File: config.mk
export PLATFORM = sky130hd
export DESIGN_NAME = wb_stage
export DESIGN_NICKNAME = d
export VERILOG_FILES = /design/src/rtl/wb_stage.sv
export SDC_FILE = /design/constraint.sdc
export NUM_CORES = 1
export LEC_CHECK = 0
export CORE_AREA = 4 4 90 92
export DETAILED_ROUTE_END_ITERATION = 16
export DIE_AREA = 0 0 94 96
export GPL_ROUTABILITY_DRIVEN = 0
export HOLD_SLACK_MARGIN = 0.03
export PLACE_DENSITY = 0.82
export SYNTH_ARGS = -nofsm -noshare
export SYNTH_HDL_FRONTEND = slang
export SYNTH_SLANG_ARGS = --single-unit
File: constraint.sdc
create_clock -name clk -period 2.1 [get_ports clk]
set_input_delay 0.21 -clock clk [delete_from_list [all_inputs] [get_ports clk]]
set_output_delay 0.21 -clock clk [all_outputs]
set_load 0.01 [all_outputs]
File: src/rtl/wb_stage.sv
// MIPS write-back: registers the GPR write for ALU results (1 cycle) and for loads (1 cycle after dmem_rvalid).
// mem_ready drops while a load is outstanding; an unanswered load is abandoned after TIMEOUT_CYCLES with load_err.
module wb_stage #(
    parameter int TIMEOUT_CYCLES = 16,
    parameter int TO_W           = 5
) (
    input  logic        clk,
    input  logic        rstn,
    input  logic        mem_valid,
    output logic        mem_ready,
    input  logic        mem_reg_write,
    input  logic [4:0]  mem_waddr,
    input  logic [31:0] mem_result,
    input  logic        mem_is_load,
    input  logic [2:0]  mem_load_type,
    input  logic [1:0]  mem_addr_lo,
    input  logic        dmem_rvalid,
    input  logic [31:0] dmem_rdata,
    output logic        reg_write,
    output logic [4:0]  waddr,
    output logic [31:0] wdata,
    output logic        pending_valid,
    output logic [4:0]  pending_waddr,
    output logic        load_err
);

    typedef enum logic {S_IDLE, S_WAIT} state_t;

    state_t            state_q, state_d;
    logic [TO_W-1:0]   cnt_q, cnt_d;
    logic              cap_we_q, cap_we_d;
    logic [4:0]        cap_waddr_q, cap_waddr_d;
    logic [2:0]        cap_type_q, cap_type_d;
    logic [1:0]        cap_lo_q, cap_lo_d;
    logic              reg_write_q, reg_write_d;
    logic [4:0]        waddr_q, waddr_d;
    logic [31:0]       wdata_q, wdata_d;
    logic              load_err_q, load_err_d;

    logic [7:0]        byte_sel;
    logic [15:0]       half_sel;
    logic [31:0]       load_data;

    always_comb begin
        byte_sel = 8'h00;
        case (cap_lo_q)
            2'd0:    byte_sel = dmem_rdata[7:0];
            2'd1:    byte_sel = dmem_rdata[15:8];
            2'd2:    byte_sel = dmem_rdata[23:16];
            default: byte_sel = dmem_rdata[31:24];
        endcase
        half_sel = cap_lo_q[1] ? dmem_rdata[31:16] : dmem_rdata[15:0];
        case (cap_type_q)
            3'b000:  load_data = {{24{byte_sel[7]}}, byte_sel};
            3'b001:  load_data = {24'h000000, byte_sel};
            3'b010:  load_data = {{16{half_sel[15]}}, half_sel};
            3'b011:  load_data = {16'h0000, half_sel};
            default: load_data = dmem_rdata;
        endcase
    end

    always_comb begin
        state_d     = state_q;
        cnt_d       = cnt_q;
        cap_we_d    = cap_we_q;
        cap_waddr_d = cap_waddr_q;
        cap_type_d  = cap_type_q;
        cap_lo_d    = cap_lo_q;
        reg_write_d = 1'b0;
        waddr_d     = waddr_q;
        wdata_d     = wdata_q;
        load_err_d  = 1'b0;
        case (state_q)
            S_IDLE: begin
                if (mem_valid) begin
                    if (mem_is_load) begin
                        cap_we_d    = mem_reg_write;
                        cap_waddr_d = mem_waddr;
                        cap_type_d  = mem_load_type;
                        cap_lo_d    = mem_addr_lo;
                        cnt_d       = '0;
                        state_d     = S_WAIT;
                    end else if (mem_reg_write && (mem_waddr != 5'd0)) begin
                        reg_write_d = 1'b1;
                        waddr_d     = mem_waddr;
                        wdata_d     = mem_result;
                    end
                end
            end
            S_WAIT: begin
                // A response on the timeout edge still wins over the error.
                if (dmem_rvalid) begin
                    state_d = S_IDLE;
                    if (cap_we_q && (cap_waddr_q != 5'd0)) begin
                        reg_write_d = 1'b1;
                        waddr_d     = cap_waddr_q;
                        wdata_d     = load_data;
                    end
                end else if (cnt_q == TO_W'(TIMEOUT_CYCLES - 1)) begin
                    load_err_d = 1'b1;
                    state_d    = S_IDLE;
                end else begin
                    cnt_d = cnt_q + TO_W'(1);
                end
            end
            default: state_d = S_IDLE;
        endcase
    end

    always_ff @(posedge clk) begin
        if (!rstn) begin
            state_q     <= S_IDLE;
            cnt_q       <= '0;
            cap_we_q    <= 1'b0;
            cap_waddr_q <= 5'd0;
            cap_type_q  <= 3'd0;
            cap_lo_q    <= 2'd0;
            reg_write_q <= 1'b0;
            waddr_q     <= 5'd0;
            wdata_q     <= 32'd0;
            load_err_q  <= 1'b0;
        end else begin
            state_q     <= state_d;
            cnt_q       <= cnt_d;
            cap_we_q    <= cap_we_d;
            cap_waddr_q <= cap_waddr_d;
            cap_type_q  <= cap_type_d;
            cap_lo_q    <= cap_lo_d;
            reg_write_q <= reg_write_d;
            waddr_q     <= waddr_d;
            wdata_q     <= wdata_d;
            load_err_q  <= load_err_d;
        end
    end

    assign mem_ready     = (state_q == S_IDLE) || !rstn;
    assign pending_valid = rstn && (state_q == S_WAIT) && cap_we_q && (cap_waddr_q != 5'd0);
    assign pending_waddr = cap_waddr_q;
    assign reg_write     = reg_write_q;
    assign waddr         = waddr_q;
    assign wdata         = wdata_q;
    assign load_err      = load_err_q;

endmodule

# ---- After elaboration in Yosys (flattened, before gate mapping)
# Cells that the tools add are included.
dict set report word_totals {
  wordCells 74
  register_bits 56
  in_bits 80
  out_inout_bits 46
}
dict set report classes {
  reduce_logical 15
  mux 32
  n_eq_ne 14
  n_addsub 1
  bitwise 2
}
# operator n
set ops {}
lappend ops {{$mux W32} 5}
lappend ops {{$pmux W32 S4} 1}
lappend ops {{$pmux W32 S2} 1}
lappend ops {{$mux W5} 9}
lappend ops {{$pmux W8 S3} 1}
lappend ops {{$pmux W5 S2} 2}
lappend ops {{$mux W16} 1}
lappend ops {{$ne A2 B2 Y1 const B} 7}
lappend ops {{$mux W1} 10}
lappend ops {{$reduce_bool A5 Y1} 2}
lappend ops {{$eq A3 B2 Y1 const B} 2}
lappend ops {{$add A5 B1 Y5 const B} 1}
lappend ops {{$eq A5 B4 Y1 const B} 1}
lappend ops {{$logic_and A1 B1 Y1} 5}
lappend ops {{$reduce_and A5 Y1} 1}
lappend ops {{$pmux W1 S2} 2}
lappend ops {{$reduce_and A4 Y1} 1}
lappend ops {{$eq A3 B1 Y1 const B} 1}
lappend ops {{$logic_not A3 Y1} 1}
lappend ops {{$reduce_and A3 Y1} 1}
lappend ops {{$reduce_or A3 Y1} 1}
lappend ops {{$eq A2 B1 Y1 const B} 1}
lappend ops {{$eq A2 B2 Y1 const B} 1}
lappend ops {{$logic_not A2 Y1} 1}
lappend ops {{other kinds (4)} 5}

# ---- Depth between registers and ports, before layout
dict set report depth {
  word_depth 6
  ltp_mapped 7
  depth_no_buf 7
}

# ---- Least setup slack after synthesis
# Ideal clock, no wire load.
dict set report synth_timing {
  kind {reg-to-reg}
  from {reg cnt_q[0]}
  to {reg cnt_q[4]}
  required_time_ns 1.972
  path_stages_with_launch 8
  t_arrival_ns 1.595
  setup_slack_ns 0.377
  setup_ns 0.128
  cell_sequence {dfxtp_1 > ha_1 > and3_1 > ha_1 > nor3b_1 > nor2_1 > a21oi_1 > nor2_1}
}
dict set report synth_via {
  elab_chain_cells 4
  word_cells_on_any_way 7
  cone_classes {add/sub (1); eq/ne (2); mux (3); reduce/logical (1)}
}
# element line_no
set synth_lines {}
lappend synth_lines {{from (decl)} 30} ;# logic [TO_W-1:0] cnt_q, cnt_d;
lappend synth_lines {{from (signal assigned)} 124} ;# cnt_q <= cnt_d;
lappend synth_lines {{$add A5 B1 Y5} 103} ;# cnt_d = cnt_q + TO_W'(1);
lappend synth_lines {{$mux W5} 99} ;# end else if (cnt_q == TO_W'(TIMEOUT_CYCLES - 1)) begin
lappend synth_lines {{$mux W5} 92} ;# if (dmem_rvalid) begin
lappend synth_lines {{$pmux W5 S2} 73} ;# case (state_q)
# Parallel ways exist; a longest one is shown, timed or not. The select of a mux whose other input is x is not followed.
# A chain may end at the register's enable or synchronous reset.

# ---- Worst setup path after layout
dict set report layout_timing {
  from {reg state_q}
  to {out pending_valid}
}
dict set report layout_via {
  elab_chain_cells 3
}
# element line_no
set layout_lines {}
lappend layout_lines {{from (decl)} 29} ;# state_t state_q, state_d;
lappend layout_lines {{from (signal assigned)} 123} ;# state_q <= state_d;
lappend layout_lines {{$logic_and A1 B1 Y1 (3 in series)} 137} ;# assign pending_valid = rstn && (state_q == S_WAIT) && cap_we_q && (cap_waddr_q != 5'd0);
lappend layout_lines {{to (decl)} 22} ;# output logic pending_valid,
# No other way between the ends.

==> out/summary.txt <==
Status: finished, final reports clean
Period utilisation layout: 95.7%
Antenna violations before repair: 0
Initial Util: 42.3%
Synth area leaders: dfxtp_1 (37%), o32ai_1 (6.6%), a21oi_1 (6.4%)
Via Count: 3398
Footprint of the multi-input gates: 1700 µm²
Largest stage delay, worst path: 560 ps
Commonest non-fill, non-tap cells in the layout: clkdlybuf4s50_1 (125), dfxtp_1 (55), nand2_1 (44)
Total chip power: 2460 µW
Worst Hold Class: input pin to register
Proportion of layout cells with a drive suffix above 1: 7.04%
# rows: 31
RSZ-0062 raised after global routing: no
Synthesized net count: 458
Post-layout instance area: 4550 µm²
DIE WIDTH: 94 µm
Top cell type's share of synthesized area: 36.8%
CP bufs+invs: 2
Critical Path RT: 1890 ps
Mapped Area: 3050 µm²
Async SR Flop Fraction: 0%
Clk Latency, worst-skew pair: 310 ps
Fillers: 635
First drt pass iteration count: 5
Iteration-0 DRC count of the detailed router: 288
Post-Syn Instances: 376
Largest net degree at the start of global routing: 32
CTS root buffer: clkbuf_8
Main flop type after synthesis: dfxtp_1
CTS resizes: 0
CP startpoint kind: register
Dominant cell type by area after synthesis: dfxtp_1
Placement Cell Area: 4430 µm²
Yosys warns: 0
Peak VDD IR: 331 µV
CTS tree: built
Die Y: 96 µm
Setup crit end kind: output pin
Commonest non-fill, non-tap cell in the layout: clkdlybuf4s50_1
H-tree levels: 2
Final setup viols: 0
Postcts setup bufs: 0
Slew Viols, Final: 0
Vias in the first global route: 3133
Seq. cell area: 1120 µm²
Max-Cap Viols: 0
Arr. time, crit path: 1800 ps
Area grow syn2layout: 49.4%
Clk pin slew, worst setup/hold paths: 110 ps
Register bit total from synthesis: 56
Syn Area/Cell: 8.11 µm²
Core area: 7210 µm²
Crit path max fanout: 28
Post-synthesis sequential area ratio: 36.8%
# DRC: 0
Max Freq: 498 MHz
I/O Buffers: 125
Post-synth EDFFs: 0
Final WL: 10200 µm
N_diodes: 0
Pwr per Cell Area: 540 nW/µm²
Global-route usage over all layers: 21.5%
GRT overflow: 0
Clock skew: 8.65 ps
Final HPWL DP: 7800 µm
Fin crit period: 2010 ps
Vias per cell: 5.70
Critical path's slowest cell: clkdlybuf4s50_1
DRT antenna net count: 0
Final #Nets: 578
Crit path cell chain: buf_4 > nand3_1 > a21oi_1 > clkdlybuf4s50_1
Post-synthesis cell type count: 42
Longest Clk Path Bufs: 2
Die ar.: 9020 µm²
Final hold viol count: 0
CTS Hold Bufs: 0
First-pass GRT wire length: 15600 µm
Worst-Margin Slew: 699 ps
Fin Hold WS: 451 ps
Kind of critical path: register to output pin
I/O pins: 126
Slew margin rel.: 53.4%
Lkg Pwr: 0.00155 µW
WL/cell: 17.2 µm
CP top delay family: buffers and inverters
Clk sink count: 56
CTS buffer count: 5
## state kept, by name (all words and copies together) (netlist names)
register and flops:
waddr 5, reg_write 1, pending_waddr 5, cap_we_q 1, wdata 32, load_err 1, cap_lo_q 2, state_q 1
cap_type_q 3, cnt_q 5
## final timing paths
check / from / end / slack [ps] / cells past startpoint
setup reg to reg: cap_lo_q[1] / wdata[16] / 250 / 5
hold / removal: mem_load_type[0] / cap_type_q[0] / 450 / 3
hold reg to reg: cap_type_q[0] / cap_type_q[0] / 470 / 2
setup / recovery: state_q / pending_valid / 90 / 4
## cell usage after synthesis, types with 2 or more instances
cell,instances
a211o_1,2
a211oi_1,5
a21oi_1,39
a221oi_1,17
a22oi_1,2
a31oi_1,7
and3_1,2
buf_1,3
buf_2,7
buf_4,5
clkbuf_1,15
dfxtp_1,56
ha_1,2
inv_1,23
mux2i_1,9
nand2_1,44
nand3_1,4
nor2_1,32
nor2b_1,10
nor3_1,5
nor3b_1,2
nor4_1,7
nor4_4,2
o21ai_0,8
o21ai_2,2
o22ai_1,8
o311a_1,7
o32ai_1,23
or3_1,14
xor2_1,2
## layout make-up
cell class / instances / area share [%]
clock inverter: 2 / 0.852
sequential: 56 / 24.6
tap: 99 / 2.72
clock buffer: 6 / 1.81
multi-input combinational: 266 / 37.3
timing repair buffer: 143 / 30.7
inverter: 24 / 1.98
## kinds of logic (layout without fill, tap and decap cells)
kind of cell / count (synthesis) / in the layout / synth area share [%]
XOR/XNOR: 2 / 2 / 0.575
adder cells (fa/ha/maj): 2 / 2 / 0.821
AND/OR/NAND/NOR: 126 / 126 / 20.4
buffers and inverters: 54 / 175 / 7.55
AO/OA/AOI/OAI: 125 / 125 / 29.4
multiplexers: 11 / 11 / 4.43
flip-flops: 56 / 56 / 36.8
## metrics by stage
| step | setup WS [ps] | cells | utilization (%) | TNS (ps) |
|---|---|---|---|---|
| 6_report | 91.0 | 596 | 63.1 | 0 |
| 5_1_grt | 0.530 | 596 | 63.1 | 0 |
| 4_1_cts | 66.6 | 596 | 63.1 | 0 |
| 3_5_place_dp | -140 | 588 | 61.4 | -1960 |
| 3_3_place_gp | -11.5 | 588 | 61.4 | -153 |
| 2_1_floorplan | 377 | 376 | - | 0 |
## power breakdown
part	leakage (µW)	internal, µW	switching (µW)	total, µW
combinational	0.00103	304	274	578
clock	0.0000614	391	363	754
sequential	0.000455	1100	26.1	1130
## routing by layer
| metal | track usage, % | wire length [µm] | vias to the layer above |
|---|---|---|---|
| li1 | - | - | 1639 |
| met1 | 28.3 | 4150 | 1566 |
| met2 | 36.1 | 5050 | 177 |
| met3 | 4.38 | 874 | 16 |
| met4 | 5.29 | 168 | 0 |
| met5 | 0 | 0 | - |
## worst reg2reg max path, delay by kind of cell (launching register included)
family / cells / cell delay, ps
compound gates: 2 / 530
buf+inv: 1 / 240
flops: 1 / 380
mux: 2 / 580
Power figures use the tool's default switching activity.
